===== config.mk =====
export PLATFORM = sky130hd
export DESIGN_NAME = uart_rx_word
export DESIGN_NICKNAME = d
export VERILOG_FILES = /design/src/rtl/uart_rx_word.sv
export SDC_FILE = /design/constraint.sdc
export NUM_CORES = 1
export LEC_CHECK = 0
export CELL_PAD_IN_SITES_DETAIL_PLACEMENT = 2
export CELL_PAD_IN_SITES_GLOBAL_PLACEMENT = 2
export CORE_MARGIN = 2
export CORE_UTILIZATION = 40
export DETAILED_ROUTE_END_ITERATION = 10
export DONT_BUFFER_PORTS = 1
export GPL_TIMING_DRIVEN = 0
export MAX_ROUTING_LAYER = met4
export PLACE_DENSITY = 0.8
export SYNTH_ARGS = -nofsm -noshare
export SYNTH_HDL_FRONTEND = slang
export SYNTH_SLANG_ARGS = --single-unit

===== constraint.sdc =====
create_clock -name i_clock -period 4.3 [get_ports i_clock]
set_input_delay 0.86 -clock i_clock [delete_from_list [all_inputs] [get_ports i_clock]]
set_output_delay 0.86 -clock i_clock [all_outputs]
set_load 0.005 [all_outputs]

===== src/rtl/uart_rx_word.sv =====
// UART receiver that pairs two characters (low then high) into one word.
// Optional `UART_RX_TIMEOUT_EN drops a stale pending low character after TIMEOUT_BITS idle bit times.
module uart_rx_word #(
  parameter int UART_DATA_SIZE = 8,
  parameter int CLKS_PER_BIT   = 868,
  parameter int TIMEOUT_BITS   = 20
) (
  input  logic                      i_clock,
  input  logic                      i_reset,
  input  logic                      i_rx,
  output logic [UART_DATA_SIZE-1:0] o_data_l,
  output logic [UART_DATA_SIZE-1:0] o_data_h,
  output logic                      o_valid,
  output logic                      o_frame_err,
  output logic                      o_busy
);

  // state | meaning
  // IDLE  | waiting for a falling edge on the synchronized line
  // START | timing to mid start bit, rejecting glitches
  // DATA  | sampling data bits LSB first at mid bit
  // STOP  | sampling the stop bit, then accept or flag framing error
  typedef enum logic [1:0] {IDLE, START, DATA, STOP} state_t;

  localparam int CW = $clog2(CLKS_PER_BIT);
  localparam int BW = (UART_DATA_SIZE > 1) ? $clog2(UART_DATA_SIZE) : 1;
  localparam logic [CW-1:0] HALF_LOAD = CW'(CLKS_PER_BIT / 2 - 1);
  localparam logic [CW-1:0] FULL_LOAD = CW'(CLKS_PER_BIT - 1);
  localparam logic [BW-1:0] LAST_BIT  = BW'(UART_DATA_SIZE - 1);

  if (CLKS_PER_BIT < 8 || TIMEOUT_BITS < 1) begin : g_bad_param
    $error("uart_rx_word: CLKS_PER_BIT must be >= 8 and TIMEOUT_BITS >= 1");
  end

  state_t                    state, state_nx;
  logic                      rx_s1, rx_s2, vld_s1, vld_s2, rx_prev;
  logic                      start_edge;
  logic [CW-1:0]             cnt;
  logic                      tc;
  logic [BW-1:0]             bit_cnt;
  logic [UART_DATA_SIZE-1:0] shreg;
  logic [UART_DATA_SIZE-1:0] low_pend;
  logic                      pending;
  logic                      load_half, load_full, data_sample, stop_sample;

  // rx_prev only becomes high from a genuinely sampled high line, so a line
  // already low when reset releases never looks like a start edge.
  assign start_edge = rx_prev & ~rx_s2;
  assign tc         = (cnt == '0);
  assign o_busy     = (state != IDLE) | pending;

  always_ff @(posedge i_clock) begin
    if (i_reset) state <= IDLE;
    else         state <= state_nx;
  end

  always_comb begin
    state_nx    = state;
    load_half   = 1'b0;
    load_full   = 1'b0;
    data_sample = 1'b0;
    stop_sample = 1'b0;
    case (state)
      IDLE: if (start_edge) begin
        state_nx  = START;
        load_half = 1'b1;
      end
      START: if (tc) begin
        if (!rx_s2) begin
          state_nx  = DATA;
          load_full = 1'b1;
        end else begin
          state_nx = IDLE;
        end
      end
      DATA: if (tc) begin
        data_sample = 1'b1;
        load_full   = 1'b1;
        if (bit_cnt == LAST_BIT) state_nx = STOP;
      end
      STOP: if (tc) begin
        stop_sample = 1'b1;
        state_nx    = IDLE;
      end
      default: state_nx = IDLE;
    endcase
  end

`ifdef UART_RX_TIMEOUT_EN
  localparam int TW = $clog2(TIMEOUT_BITS * CLKS_PER_BIT);
  localparam logic [TW-1:0] TMO_LOAD = TW'(TIMEOUT_BITS * CLKS_PER_BIT - 1);
  logic [TW-1:0] tmo_cnt;
`endif

  always_ff @(posedge i_clock) begin
    if (i_reset) begin
      rx_s1       <= 1'b1;
      rx_s2       <= 1'b1;
      vld_s1      <= 1'b0;
      vld_s2      <= 1'b0;
      rx_prev     <= 1'b0;
      cnt         <= '0;
      bit_cnt     <= '0;
      shreg       <= '0;
      low_pend    <= '0;
      pending     <= 1'b0;
      o_data_l    <= '0;
      o_data_h    <= '0;
      o_valid     <= 1'b0;
      o_frame_err <= 1'b0;
`ifdef UART_RX_TIMEOUT_EN
      tmo_cnt     <= '0;
`endif
    end else begin
      rx_s1       <= i_rx;
      rx_s2       <= rx_s1;
      vld_s1      <= 1'b1;
      vld_s2      <= vld_s1;
      rx_prev     <= vld_s2 & rx_s2;
      o_valid     <= 1'b0;
      o_frame_err <= 1'b0;

      if (load_half)      cnt <= HALF_LOAD;
      else if (load_full) cnt <= FULL_LOAD;
      else if (!tc)       cnt <= cnt - 1'b1;

      if (load_half) bit_cnt <= '0;
      if (data_sample) begin
        shreg   <= UART_DATA_SIZE'({rx_s2, shreg} >> 1);
        bit_cnt <= bit_cnt + 1'b1;
      end

      if (stop_sample) begin
        if (!rx_s2) begin
          pending     <= 1'b0;
          o_frame_err <= 1'b1;
        end else if (pending) begin
          o_data_l <= low_pend;
          o_data_h <= shreg;
          o_valid  <= 1'b1;
          pending  <= 1'b0;
        end else begin
          low_pend <= shreg;
          pending  <= 1'b1;
        end
      end

`ifdef UART_RX_TIMEOUT_EN
      // Only idle time counts toward expiry of a pending low character.
      if (stop_sample && rx_s2 && !pending) begin
        tmo_cnt <= TMO_LOAD;
      end else if (state == IDLE && pending && !start_edge) begin
        if (tmo_cnt == '0) pending <= 1'b0;
        else               tmo_cnt <= tmo_cnt - 1'b1;
      end
`endif
    end
  end

endmodule


**Yosys cells after proc, flatten, opt, wreduce, memory -nomap -nowiden**

Index checks and enable logic that the tools add are counted.

- Flip-flop bits (word level): 55
- Input bits: 3
- Output and inout port bits: 19

- Reduce and logical (&&, ||, !) cells: 11
- Muxes and demuxes: 24
- Bitwise operators: 6
- Equality and inequality tests: 11
- $add $sub $neg: 2

Operators by type and width:

| operator | count |
|---|---|
| $mux 10 | 2 |
| $mux 2 | 6 |
| $mux 1 | 11 |
| $logic_not 10->1 | 1 |
| $ne 2x2->1 const B | 5 |
| $sub 10x1->10 const B | 1 |
| $mux 9 | 1 |
| $pmux 2 s4 | 1 |
| $mux 3 | 2 |
| $reduce_and 3->1 | 2 |
| $reduce_or 3->1 | 2 |
| $reduce_and 5->1 | 1 |
| $eq 2x2->1 const B | 2 |
| $reduce_bool 2->1 | 2 |
| $reduce_or 2->1 | 2 |
| $add 3x1->3 const B | 1 |
| $eq 3x3->1 const B | 1 |
| $ne 3x1->1 const B | 1 |
| $not 1->1 | 3 |
| $and 1x1->1 | 2 |
| $eq 2x1->1 const B | 1 |
| $logic_not 2->1 | 1 |
| $ne 2x1->1 const B | 1 |
| $pmux 1 s2 | 1 |
| $or 1x1->1 | 1 |

**Logic depth before layout (Yosys ltp)**

- Depth in word-level cells: 6
- Depth in mapped cells: 10

**Least setup slack after synthesis**

OpenSTA, ideal clock, no wires.

- Path kind: register -> register
- Start: register cnt[0]
- End: register o_data_l[1]
- Period minus slack after synthesis: 1925 ps
- Data required time: 4168 ps
- Setup time: 132 ps
- Cell stages (with the launch flop): 11
- Slack: 2375 ps
- Arrival time: 1793 ps
- Buffers on the path: 3
- Cells stage by stage: dfxtp_1 inv_1 ha_1 nor2b_1 clkbuf_1 nand3_2 or3_1 buf_2 buf_6 nand2_1 a21oi_1

- Longest elaborated chain between the ends: 4

RTL lines:

| item | RTL line | RTL |
|---|---|---|
| start: declaration | 38 | `logic [CW-1:0] cnt;` |
| start signal: assignment | 125 | `else if (!tc) cnt <= cnt - 1'b1;` |
| $logic_not 10->1 | 49 | `assign tc = (cnt == '0);` |
| $mux 1 | 81 | `STOP: if (tc) begin` |
| $mux 1 | 63 | `case (state)` |
| $reduce_and 3->1 (no source line) | n/a |  |
| end signal: assignment | 138 | `o_data_l <= low_pend;` |
| end: declaration | 11 | `output logic [UART_DATA_SIZE-1:0] o_data_l,` |

No other way between the ends.
A chain may end at the register's enable or synchronous reset.

**Final worst setup path**

- Start: register cnt[0]
- End: register o_data_h[3]

- Longest elaborated chain between the ends: 4

RTL lines:

| item | RTL line | RTL |
|---|---|---|
| $logic_not 10->1 | 49 |  |
| $mux 1 | 81 |  |
| $mux 1 | 63 |  |
| $reduce_and 3->1 (no source line) | n/a |  |
| end signal: assignment | 139 | `o_data_h <= shreg;` |
| end: declaration | 12 | `output logic [UART_DATA_SIZE-1:0] o_data_h,` |

No other way between the ends.

==> summary.txt <==
status: finished clean
cell area after layout: 0.00244 mm2
Routed Antenna Nets: 0
Post-CTS Hold Buffers: 0
power share of the sequential group: 46.6%
CP required: 4490 ps
via count: 1,828
TritonRoute pass-1 iters: 4
die area: 0.00626 mm2
DP Worst Slack: 2010 ps
combinational share of power: 29.5%
Total Wirelength: 5.64 mm
sequential share of the synthesized area: 48.8%
CP max stage cell: or3_1
Pint: 832 uW
placed instance area: 0.00235 mm2
total track usage: 20.9%
Mapped Nets: 273
Clock transition at path regs: 110 ps
DR DRC count: 0
clock root buffer: clkbuf_8
worst hold-check path type: flip-flop to flip-flop
CTS resizes: 0
CP delay by family, top: simple AND/OR/NAND/NOR gates
Diodes inserted: 0
Setup crit end kind: flip-flop
Setup violations, final: 0
switching share of power: 36.8%
starting density of the core: 41.2%
Final Slew Violations: 0
Crit Path Class: flip-flop to flip-flop
final hold vios: 0
Layout area overhead: 8.26%
FMAX: 437 MHz
die height: 79.1 um
pin count of the biggest net entering global routing: 20
vias in the first global route: 1,964
Netlist cell types: 35
FFs w/ async S/R, synth: 0%
Worst Setup Start Kind: flip-flop
Post-synth EDFFs: 0
DRT iter0 DRCs: 69
TritonCTS Buffers: 5
CP Max Fanout: 10
HPWL Detailed: 4.20 mm
clock network fraction of design power: 23.9%
cell chain of the critical path: inv_1 -> ha_1 -> nor2b_1 -> clkbuf_1 -> nand3_2 -> or3_1 -> buf_2 -> buf_6 -> nand2_1 -> a21oi_1
P_sw: 484 uW
share of cells above drive strength 1: 7.43%
Final min period: 2290 ps
Setup Buffers After CTS: 0
post-synthesis register bit count: 55
P_leak: 0.862 nW
RSZ-0062 raised after global routing: false
htree depth: 2
max-cap check violation count: 0
port buffer count: 0
Worst-Margin Slew: 620 ps
crit path DAT: 2480 ps
first-pass GRT wire length: 9.86 mm
setup TNS: 0 ps
Final Skew: 8.60 ps
clock tree from TritonCTS: yes
initial antenna violation count: 0
final setup margin: 2010 ps
Max Root-Sink Buffers: 2
RD Place Congestion: 0.758
worst vdd ir: 0.000200 V
cells after synthesis: 261
row count: 27
CP bufs+invs: 4
slew margin rel.: 58.3%
clk sink count: 55
Die X: 79.1 um
core box area: 0.00547 mm2
Power per Cell Area: 539 mW/mm2
vias per cell: 5.36
CP max stage delay: 370 ps
most used flip-flop cell after synthesis: dfxtp_1
yosys warns: 0
final worst path period share: 53.2%
Synth Area per Inst: 8.64 um2
Syn Std Cell Area: 0.00226 mm2
Clock Latency Late Sink: 320 ps
WL per Instance: 16.6 um
grt total ovfl: 0
Ports: 22
nets@finish: 280
## cell usage after synthesis, types with 2 or more instances
cell      count  area share [%]
a211oi_1      3             1.0
a21oi_1      38             8.4
a311oi_1      2            0.78
and2_1        2            0.55
and3_1        3            0.83
buf_2         4            0.89
clkbuf_1      7             1.2
dfxtp_1      55              49
ha_1          9             5.0
inv_1         7             1.2
mux2i_1       9             4.0
nand2_1      59             9.8
nand2b_1      3            0.83
nand3_1       6             1.3
nand3b_1      2            0.67
nor2_1       19             3.2
nor2b_1       4             1.1
nor3_1        6             1.3
nor3_4        2             1.4
nor4_1        2            0.55
o21ai_1       2            0.44
or2_2         2            0.55
or3_1         3            0.83
## stage by stage
step	util (%)	total power [mW]	hold WS [ps]	instances
final	44.6	1.32	426	341
after global routing	44.6	1.42	434	341
after floorplan	-	0.918	389	261
after global placement	42.9	0.996	394	333
after detailed placement	42.9	1.02	400	333
after CTS	44.6	1.33	429	341
## final timing paths
| kind | from | endpoint | slack (ps) | cells past startpoint |
|---|---|---|---|---|
| setup reg to reg | cnt[0] | o_data_h[3] | 2010 | 10 |
| hold reg to reg | rx_s1 | rx_s2 | 430 | 1 |
| setup / recovery | cnt[0] | o_data_h[3] | 2010 | 10 |
| hold / removal | rx_s1 | rx_s2 | 430 | 1 |
## layer usage
metal,vias up,share of wire (%),global-route usage [%]
li1,896,-,-
met1,904,49,28.0
met2,20,47,33.0
met3,8,2.4,3.98
met4,0,1.2,5.17
met5,-,0,-
## state kept, by name, summed over array words and instances, names as in the netlist, named ones only
signal       flops
bit_cnt          3
cnt             10
low_pend         8
o_data_h         8
o_data_l         8
o_frame_err      1
o_valid          1
pending          1
rx_prev          1
rx_s1            1
rx_s2            1
shreg            8
state            1
vld_s1           1
vld_s2           1
## power by group through the flow
stage | logic (mW) | registers, mW | clock network, mW
2_1_floorplan | 0.307 | 0.611 | 0
3_3_place_gp | 0.372 | 0.623 | 0
3_5_place_dp | 0.392 | 0.625 | 0
4_1_cts | 0.394 | 0.613 | 0.325
5_1_grt | 0.448 | 0.622 | 0.352
6_report | 0.389 | 0.613 | 0.314
## cells in the final DEF (no fill, tap or decap), types with 3 or more instances in the layout
master	netlist	final
a211oi_1	3	3
a21oi_1	38	38
and3_1	3	3
buf_2	4	4
clkbuf_1	7	7
clkbuf_8	0	5
dfxtp_1	55	55
ha_1	9	9
inv_1	7	7
mux2i_1	9	9
nand2_1	59	59
nand2b_1	3	3
nand3_1	6	6
nor2_1	19	19
nor2b_1	4	4
nor3_1	6	6
or3_1	3	3
## area by class of cell
cell class,instances,area (um2)
fill,623,3030
sequential,55,1100
multi-input combinational,187,1070
tap,72,90.1
clock buffer,5,68.8
buffer,12,57.6
clock inverter,3,27.5
inverter,7,26.3
## logic make-up after synthesis
group	after synthesis	share of synthesized area, %
buf+inv	19	3.72
fa+ha+maj	9	4.99
compound gates	50	12.3
mux	11	4.99
simple gates	116	24.8
xor+xnor	1	0.388
flops	55	48.8
No activity file was read; power rests on OpenSTA's default activity.
